===== config.mk =====
export PLATFORM = sky130hd
export DESIGN_NAME = traffic_ctrl_param
export DESIGN_NICKNAME = d
export VERILOG_FILES = /design/src/rtl/traffic_ctrl_param.sv
export SDC_FILE = /design/constraint.sdc
export NUM_CORES = 1
export LEC_CHECK = 0
export CORE_MARGIN = 2
export CORE_UTILIZATION = 40
export CTS_CLUSTER_DIAMETER = 60
export DETAILED_ROUTE_END_ITERATION = 16
export PLACE_DENSITY = 0.58
export SETUP_SLACK_MARGIN = 0.5
export SLEW_MARGIN = 20
export SYNTH_ARGS = -nofsm -noshare
export SYNTH_HDL_FRONTEND = slang
export SYNTH_SLANG_ARGS = --single-unit

===== constraint.sdc =====
create_clock -name clk -period 4.1 [get_ports clk]
set_input_delay 0.82 -clock clk [delete_from_list [all_inputs] [get_ports clk]]
set_output_delay 0.82 -clock clk [all_outputs]
set_load 0.03 [all_outputs]

===== src/rtl/traffic_ctrl_param.sv =====
// traffic_ctrl_param
//   Parameterised multi-phase traffic-light controller. Phases cycle
//   GREEN -> YELLOW -> ALLRED, skipping phases masked off in phase_en.
//   An emergency request parks the intersection in all-red and later
//   resumes exactly where it left off. A maintenance request flashes
//   all yellow lamps.
//
// Ports
//   clk          : rising-edge clock
//   rst          : asynchronous active-high reset
//   ec           : emergency request (highest priority)
//   flash        : flashing-yellow maintenance request
//   phase_en     : per-phase enable mask, sampled only when ALLRED expires
//   light        : registered lamps, phase i -> {red, yellow, green} at [3i+2:3i]
//   phase_idx    : registered index of the current phase
//   emerg_active : registered, high while in EMERG
module traffic_ctrl_param #(
  parameter int NUM_PHASES  = 4,
  parameter int CNT_W       = 6,
  parameter int GREEN_TIME  = 20,
  parameter int YELLOW_TIME = 4,
  parameter int ALLRED_TIME = 2,
  parameter int FLASH_TIME  = 8,
  localparam int IDX_W      = $clog2(NUM_PHASES)
) (
  input  logic                    clk,
  input  logic                    rst,
  input  logic                    ec,
  input  logic                    flash,
  input  logic [NUM_PHASES-1:0]   phase_en,
  output logic [3*NUM_PHASES-1:0] light,
  output logic [IDX_W-1:0]        phase_idx,
  output logic                    emerg_active
);

  typedef enum logic [2:0] {
    ST_GREEN,
    ST_YELLOW,
    ST_ALLRED,
    ST_EMERG,
    ST_FLASH
  } state_t;

  localparam logic [CNT_W-1:0] GREEN_LD  = CNT_W'(GREEN_TIME - 1);
  localparam logic [CNT_W-1:0] YELLOW_LD = CNT_W'(YELLOW_TIME - 1);
  localparam logic [CNT_W-1:0] ALLRED_LD = CNT_W'(ALLRED_TIME - 1);
  localparam logic [CNT_W-1:0] FLASH_LD  = CNT_W'(FLASH_TIME - 1);
  localparam logic [IDX_W-1:0] LAST_PH   = IDX_W'(NUM_PHASES - 1);
  localparam logic [3*NUM_PHASES-1:0] ALL_RED = {NUM_PHASES{3'b100}};

  state_t           state, state_n;
  logic [CNT_W-1:0] timer, timer_n;
  logic [IDX_W-1:0] phase_n;
  logic             flash_tog, tog_n;

  // Context parked while EMERG is active
  state_t           sv_state, sv_state_n;
  logic [CNT_W-1:0] sv_timer, sv_timer_n;
  logic [IDX_W-1:0] sv_phase, sv_phase_n;

  logic             nxt_found;
  logic [IDX_W-1:0] nxt_phase;

  // First enabled phase searching upward from cur+1, wrapping; the current
  // phase is the last candidate. MSB of the result flags that one was found.
  function automatic logic [IDX_W:0] find_next(input logic [IDX_W-1:0] cur,
                                               input logic [NUM_PHASES-1:0] en);
    logic [IDX_W:0] res;
    int             p;
    res = {1'b0, cur};
    // Descending scan so the nearest candidate is the one that sticks
    for (int k = NUM_PHASES; k >= 1; k--) begin
      p = (int'(cur) + k) % NUM_PHASES;
      if (en[p]) res = {1'b1, IDX_W'(p)};
    end
    return res;
  endfunction

  // Lamp pattern for a given state/phase/flash-toggle combination
  function automatic logic [3*NUM_PHASES-1:0] lamps(input state_t st,
                                                    input logic [IDX_W-1:0] ph,
                                                    input logic tog);
    logic [3*NUM_PHASES-1:0] l;
    l = '0;
    for (int i = 0; i < NUM_PHASES; i++) begin
      case (st)
        ST_GREEN: begin
          if (IDX_W'(i) == ph) l[3*i] = 1'b1;
          else                 l[3*i+2] = 1'b1;
        end
        ST_YELLOW: begin
          if (IDX_W'(i) == ph) l[3*i+1] = 1'b1;
          else                 l[3*i+2] = 1'b1;
        end
        // Yellow lamps are lit while the toggle is clear, so entry shows them on
        ST_FLASH: l[3*i+1] = ~tog;
        default:  l[3*i+2] = 1'b1;
      endcase
    end
    return l;
  endfunction

  assign {nxt_found, nxt_phase} = find_next(phase_idx, phase_en);

  // Next-state decision
  always_comb begin
    state_n    = state;
    timer_n    = timer;
    phase_n    = phase_idx;
    tog_n      = flash_tog;
    sv_state_n = sv_state;
    sv_timer_n = sv_timer;
    sv_phase_n = sv_phase;

    if (ec && state != ST_EMERG) begin
      state_n    = ST_EMERG;
      sv_phase_n = phase_idx;
      // Leaving FLASH for an emergency returns through a fresh clearance
      if (state == ST_FLASH) begin
        sv_state_n = ST_ALLRED;
        sv_timer_n = ALLRED_LD;
      end else begin
        sv_state_n = state;
        sv_timer_n = timer;
      end
    end else begin
      case (state)
        ST_EMERG: begin
          if (!ec) begin
            state_n = sv_state;
            timer_n = sv_timer;
            phase_n = sv_phase;
          end
        end
        ST_FLASH: begin
          if (!flash) begin
            state_n = ST_ALLRED;
            timer_n = ALLRED_LD;
          end else if (timer == '0) begin
            tog_n   = ~flash_tog;
            timer_n = FLASH_LD;
          end else begin
            timer_n = timer - CNT_W'(1);
          end
        end
        default: begin
          if (flash) begin
            state_n = ST_FLASH;
            timer_n = FLASH_LD;
            tog_n   = 1'b0;
          end else if (timer != '0) begin
            timer_n = timer - CNT_W'(1);
          end else begin
            case (state)
              ST_GREEN: begin
                state_n = ST_YELLOW;
                timer_n = YELLOW_LD;
              end
              ST_YELLOW: begin
                state_n = ST_ALLRED;
                timer_n = ALLRED_LD;
              end
              default: begin
                // With no enabled phase the clearance simply repeats
                timer_n = ALLRED_LD;
                if (nxt_found) begin
                  state_n = ST_GREEN;
                  timer_n = GREEN_LD;
                  phase_n = nxt_phase;
                end
              end
            endcase
          end
        end
      endcase
    end
  end

  // State and registered outputs share one edge
  always_ff @(posedge clk or posedge rst) begin
    if (rst) begin
      state        <= ST_ALLRED;
      timer        <= ALLRED_LD;
      phase_idx    <= LAST_PH;
      flash_tog    <= 1'b0;
      sv_state     <= ST_ALLRED;
      sv_timer     <= ALLRED_LD;
      sv_phase     <= LAST_PH;
      light        <= ALL_RED;
      emerg_active <= 1'b0;
    end else begin
      state        <= state_n;
      timer        <= timer_n;
      phase_idx    <= phase_n;
      flash_tog    <= tog_n;
      sv_state     <= sv_state_n;
      sv_timer     <= sv_timer_n;
      sv_phase     <= sv_phase_n;
      light        <= lamps(state_n, phase_n, tog_n);
      emerg_active <= (state_n == ST_EMERG);
    end
  end

endmodule


==> run summary, run 1 <==
status = complete, no violations
# hold bufs at CTS = 0
cts repair resizes = 0
DRT Pass-1 Iters = 4
Final nets = 254
via count = 1,728
Pleak = 0.997 nW
fin crit share = 67.9%
area grow syn2layout = 18.0%
Max VDD drop = 0.000313 V
R2R cell count = 6
global-route wire length before repair = 8600 microns
vias in the first global route = 1,687
die area = 0.00578 sq mm
CTS Root Cell = clkbuf_8
clk_skew = 10.5 ps
row cnt = 26
worst reg2reg path endpoint = light[2]
die height = 76.0 microns
CTS sink cnt = 36
met2 GRT Util = 31.6%
critical path class = input pin to flip-flop
Cell variety after synth = 65
most frequent cells in the layout = nand2_1, dfrtp_1, clkdlybuf4s50_1, nor2_1, dfstp_2
initial antenna violation count = 0
FMAX = 0.359 GHz
Post-synth EDFFs = 0
via/cell ratio = 5.49
GPL Wtd Cong = 0.845
Max Cap Viol = 0
Mapped Area = 0.00208 sq mm
CTS buffer count = 5
Post-route DRC = 0
crit-path max FO = 7
Required @ worst endpoint = 4280 ps
Routed Antenna Nets = 0
type of origin of the critical path = input pin
WL/cell = 16.3 microns
RSZ-0062 raised after global routing = no
Mapped Cells = 224
complex-gate fraction of the synthesized area = 19.3%
post-CTS setup buffer count = 0
Tmin final = 2780 ps
core area = 0.00504 sq mm
largest net degree at the start of global routing = 37
clk_lat worst skew = 290 ps
Reg clk slew, reported paths = 80 ps
post-synthesis net count = 234
mux share of post-synthesis cell area = 0.964%
IO Count = 23
Synth Flop Type = dfrtp_1
FF-to-FF setup slack = 1660 ps
Critical Path End Type = flip-flop
final wirelength = 5120 microns
GRT met1 Usage = 25.1%
CTS tree = yes
pwr dens = 663 mW/mm^2
Simple-Gate Fraction of Synth Area = 27.4%
Finish-stage setup viols = 0
WP data arrival = 2970 ps
All-Layer GR Usage = 18.9%
share of layout cells above drive strength 1 = 17.1%
Yosys reg bits = 36
Hold Path Cell Cnt = 2
worst r2r src = state[1]
diode count = 0
total congestion overflow = 0
grt peak-use layer = met2
Fin. Hold Viols = 0
asr flop ratio synth = 100%
Fill cells = 489
area share of xor/xnor cells in the synthesized design = 1.27%
Worst Hold Endpoint = sv_phase[0]
Final Max Tran Viols = 0
worst slew pin tran = 664 ps
largest family of logic cells by synthesized area = simple AND/OR/NAND/NOR gates
Max-slew headroom = 55.1%
Hold Path Origin = sv_phase[0]
synth warn = 0
HPWL Detailed = 3470 microns
I/O Buffers = 22
Die X = 76.0 microns
Pwr Total = 1.62 mW
hold crit path type = flip-flop to flip-flop
routing usage on met3 = 4.86%
1st-iter DRT viols = 131
setup tns final = 0 ps
sequential-to-total area share from yosys stat = 44.1%
most common cell after layout, fill and taps aside = nand2_1
maximum buffer depth of the clock tree = 2
Synth Area per Inst = 9.27 sq um
number of H-tree levels = 2
initial core utilization = 41.2%
Synth Area in Adders = 1.69%
[stage by stage]
step / utilization, % / worst slack [ps] / cells / hold slack (ps) / area, sq um
4_1_cts: 48.6 / 1330 / 315 / 464 / 2450
5_1_grt: 48.6 / 1170 / 315 / 501 / 2450
6_report: 48.6 / 1320 / 315 / 459 / 2450
3_5_place_dp: 46.5 / 1030 / 307 / 451 / 2340
3_3_place_gp: 46.5 / 987 / 307 / 451 / 2340
2_1_floorplan: - / 1810 / 224 / 439 / 2080
[worst max-delay path by stage]
| stage | startpoint | endpoint | cells past startpoint |
|---|---|---|---|
| floorplan | phase_en[1] | timer[1] | 6 |
| global placement | phase_en[1] | timer[1] | 7 |
| detailed placement | phase_en[1] | timer[1] | 7 |
| CTS | phase_en[1] | timer[1] | 7 |
| global route | phase_en[1] | light[2] | 7 |
| finish | phase_en[1] | timer[1] | 7 |
[synthesized netlist by cell type (2+ instances only)]
master,instances,area [sq um]
or4_1,2,15.0
a22oi_1,2,15.0
nor4bb_1,2,20.0
dfstp_2,12,315
buf_4,2,15.0
nor4_1,2,12.5
inv_2,3,11.3
clkbuf_1,5,18.8
o221ai_1,3,26.3
a211oi_1,3,22.5
o21ai_0,7,35.0
o22ai_1,6,37.5
a21oi_1,9,45.0
o31ai_1,2,15.0
or3_4,2,22.5
nor2b_1,3,18.8
xor2_1,2,17.5
a2111oi_1,2,20.0
inv_1,9,33.8
nor2_1,19,71.3
dfrtp_1,24,601
buf_2,3,15.0
o21a_1,4,30.0
ha_1,2,25.0
a31oi_1,2,12.5
nand3_1,6,30.0
nor3_1,9,45.0
nor4b_1,3,26.3
mux2i_1,2,20.0
nand2b_1,4,25.0
nand2_1,34,128
[state kept, by name, indices dropped and copies added (netlist names)]
signal,count
phase_idx,2
timer,6
sv_state,3
light,12
state,3
sv_phase,2
sv_timer,6
flash_tog,1
emerg_active,1
[area by class of cell]
| cell class | instances | area, sq um | area share [%] |
|---|---|---|---|
| Clock buffer | 6 | 72.6 | 2.96 |
| Clock inverter | 2 | 35.0 | 1.43 |
| Inverter | 12 | 45.0 | 1.84 |
| Multi-Input combinational cell | 164 | 1050 | 42.9 |
| Sequential cell | 36 | 916 | 37.4 |
| Tap cell | 70 | 87.6 | 3.58 |
| Timing Repair Buffer | 25 | 243 | 9.91 |
[power by group]
group,switching (mW),internal (mW),total (mW)
clock network,0.137,0.181,0.318
logic,0.399,0.282,0.681
registers,0.125,0.500,0.626
total,0.661,0.963,1.62
[cell families after synthesis]
kind of cell	count (synthesis)
adders and majority gates	3
DFF	36
buffers and inverters	24
muxes	2
AOI/OAI and AO/OA	53
and+or+nand+nor	103
xor gates and xnor gates	3
[worst max-delay path, stage by stage]
cell and delay, ps:
clkdlybuf4s50_1 510, nor4_2 640, nor2_1 150, nor2_1 110, a22oi_1 80, maj3_1 360
a221o_1 300
[per-layer routing]
| metal | up-vias | part of all wire (%) |
|---|---|---|
| met2 | 32 | 48 |
| li1 | 850 | - |
| met1 | 840 | 46 |
| met4 | 0 | 0.96 |
| met3 | 6 | 4.3 |
| met5 | - | 0 |
Note: power is estimated with default switching activity, not from simulation.
==> inputs of run 2 (changes only) <==
- clock period: 4.1 -> 2.7 ns (I/O delays scaled with it)
==> run 2 against run 1 <==
Effect of this change:
- first-iteration DRC count is 26% lower
- sequential share of layout area is 4.6 points lower
- clock power is 51% higher
- critical path type unchanged
- register-to-register slack worse by 1100 ps
- cell count is 6.0% higher
- largest cell class unchanged
- sequential power is 46% higher
- highest routed layer unchanged
- worst hold slack better by 7.8 ps
- critical path depth is 1 higher
==> run summary, run 2 (synthesis gave the netlist of run 1 again) <==
status = complete, no violations
setup tns final = 0 ps (unchanged)
total congestion overflow = 0 (unchanged)
setup ws final = 558 ps (-759 ps)
most common cell after layout, fill and taps aside = nand2_1
Biggest register = light
diode count = 0 (unchanged)
Fin. Hold Viols = 0 (unchanged)
Final Cell Area = 0.00280 sq mm (+14%)
Finish-stage setup viols = 0 (unchanged)
sequential share of power = 33.3% (-5.2 points)
All-Layer GR Usage = 19.2% (+0.28 points)
Routed Antenna Nets = 0 (unchanged)
FMAX = 0.467 GHz
final wirelength = 5460 microns (+6.6%)
Final Max Tran Viols = 0 (unchanged)
CTS sink cnt = 36 (unchanged)
worst path cell trace = dlygate4sd2_1 -> or4_4 -> a31o_1 -> o211a_4 -> inv_2 -> nor2_2 -> nand2_2 -> o22ai_2
top sig layer = met4
CTS tree = yes
CTS buffer count = 5 (unchanged)
critical path class = input pin to flip-flop
area grow syn2layout = 34.8%
Pwr Total = 2.75 mW (+69%)
global-route wire length before repair = 8790 microns (+2.2%)
crit-path max FO = 7 (unchanged)
pwr dens = 982 mW/mm^2 (+48%)
Max Cap Viol = 0 (unchanged)
worst slew pin tran = 500 ps (-164 ps)
most frequent cells in the layout = nand2_1, dfrtp_1, buf_4, nor2_1, clkdlybuf4s50_1
Post-route DRC = 0 (unchanged)
share of layout cells above drive strength 1 = 33.3% (+16 points)
RSZ-0062 raised after global routing = no
Max VDD drop = 0.000514 V (+64%)
Final nets = 273 (+7.5%)
vias in the first global route = 1,753 (+3.9%)
Internal = 1.63 mW (+69%)
hold crit path type = flip-flop to flip-flop
IO Count = 23 (unchanged)
slowest CP cell = or4_4
row cnt = 26 (unchanged)
1st-iter DRT viols = 97 (-26%)
WL/cell = 16.3 microns (+0.55%)
Required @ worst endpoint = 2850 ps (-1430 ps)
WP data arrival = 2300 ps (-670 ps)
Tmin final = 2140 ps
Max-slew headroom = 66.7% (+12 points)
Logic pwr share = 49.2% (+7.3 points)
maximum buffer depth of the clock tree = 2 (unchanged)
Critical Path End Type = flip-flop
Clock power frac = 17.5% (-2.1 points)
post-placement cell count = 314 (+2.3%)
met3 WL = 272 microns (+24%)
clk_lat worst skew = 290 ps (about the same)
CTS Root Cell = clkbuf_8
Final Non-Filler Cells = 334 (+6.0%)
core area = 0.00504 sq mm (unchanged)
Pleak = 1.16 nW (+16%)
type of origin of the critical path = input pin
via count = 1,831 (+6.0%)
clk_skew = 6.97 ps (-3.50 ps)
via/cell ratio = 5.48 (about the same)
NetSw = 1.12 mW (+69%)
HPWL Detailed = 3640 microns (+4.8%)
die area = 0.00578 sq mm (unchanged)
length of routed met2 wiring = 2700 microns (+9.4%)
DRT Pass-1 Iters = 4 (unchanged)
Max stage delay on crit path = 570 ps (-70 ps)
fin crit share = 79.3%
initial antenna violation count = 0 (unchanged)
Die X = 76.0 microns (unchanged)
initial core utilization = 41.2% (unchanged)
DP Worst Slack = -27.7 ps (-1060 ps)
Reg clk slew, reported paths = 80 ps (about the same)
Largest regs = light: 12 flops, sv_timer: 6 flops, timer: 6 flops
max FFs per register = 12 (unchanged)
largest net degree at the start of global routing = 37 (unchanged)
Metal-1 WL = 2370 microns (-0.50%)
Switching Fraction = 40.7% (-0.048 points)
die height = 76.0 microns (unchanged)
I/O Buffers = 22 (unchanged)
post-place instance area = 0.00241 sq mm (+2.8%)
GPL Wtd Cong = 0.822 (-2.7%)
number of H-tree levels = 2 (unchanged)
run 2: cell type report:
type,count,area (sq um)
repair buffers,44,394
inverters,12,45.0
clock inverters,3,42.5
fillers,478,2240
clock buffers,5,68.8
multi-input cells,164,1240
flip-flops and latches,36,918
well taps,70,87.6
run 2: worst max-delay path, delay by kind of cell:
kind	cells	cell delay [ps]
simple gates	3	740
buf+inv	2	370
compound gates	3	630
run 2: path summary, 6_finish.rpt:
| kind | start | endpoint | slack [ps] | depth (start not counted) |
|---|---|---|---|---|
| max | phase_en[1] | light[7] | 560 | 8 |
| min | sv_phase[0] | sv_phase[0] | 470 | 2 |
| max reg2reg | state[2] | light[7] | 560 | 8 |
| min reg2reg | sv_phase[0] | sv_phase[0] | 470 | 2 |
| max in group asynchronous | rst | light[2] | 1700 | 3 |
| min in group asynchronous | rst | light[4] | 650 | 3 |
run 2: routing by layer:
layer / global-route usage [%] / vias up
li1: - / 885
met1: 25.3 / 879
met2: 31.1 / 57
met3: 4.62 / 10
met4: 6.73 / 0
met5: 0 / -
run 2: per-stage QoR:
stage | hold WS (ps) | utilization (%)
floorplan | 439 | -
global placement | 450 | 47.7
detailed placement | 456 | 47.7
CTS | 467 | 51.1
global route | 498 | 55.5
finish | 467 | 55.5
run 2: timing repair:
item                       CTS  global route
pin swaps                    3             6
hold endpoints to repair     0             0
buffers inserted             1            11
hold buffers                 0             0
resized for setup           17            28
setup endpoints to repair   14            14
run 2: power groups by stage:
stage / registers, mW / logic, mW / clock network (mW)
final: 0.916 / 1.35 / 0.481
after global routing: 0.946 / 1.47 / 0.509
after CTS: 0.940 / 1.13 / 0.489
after detailed placement: 0.949 / 1.06 / 0
after global placement: 0.949 / 1.05 / 0
after floorplan: 0.979 / 0.711 / 0
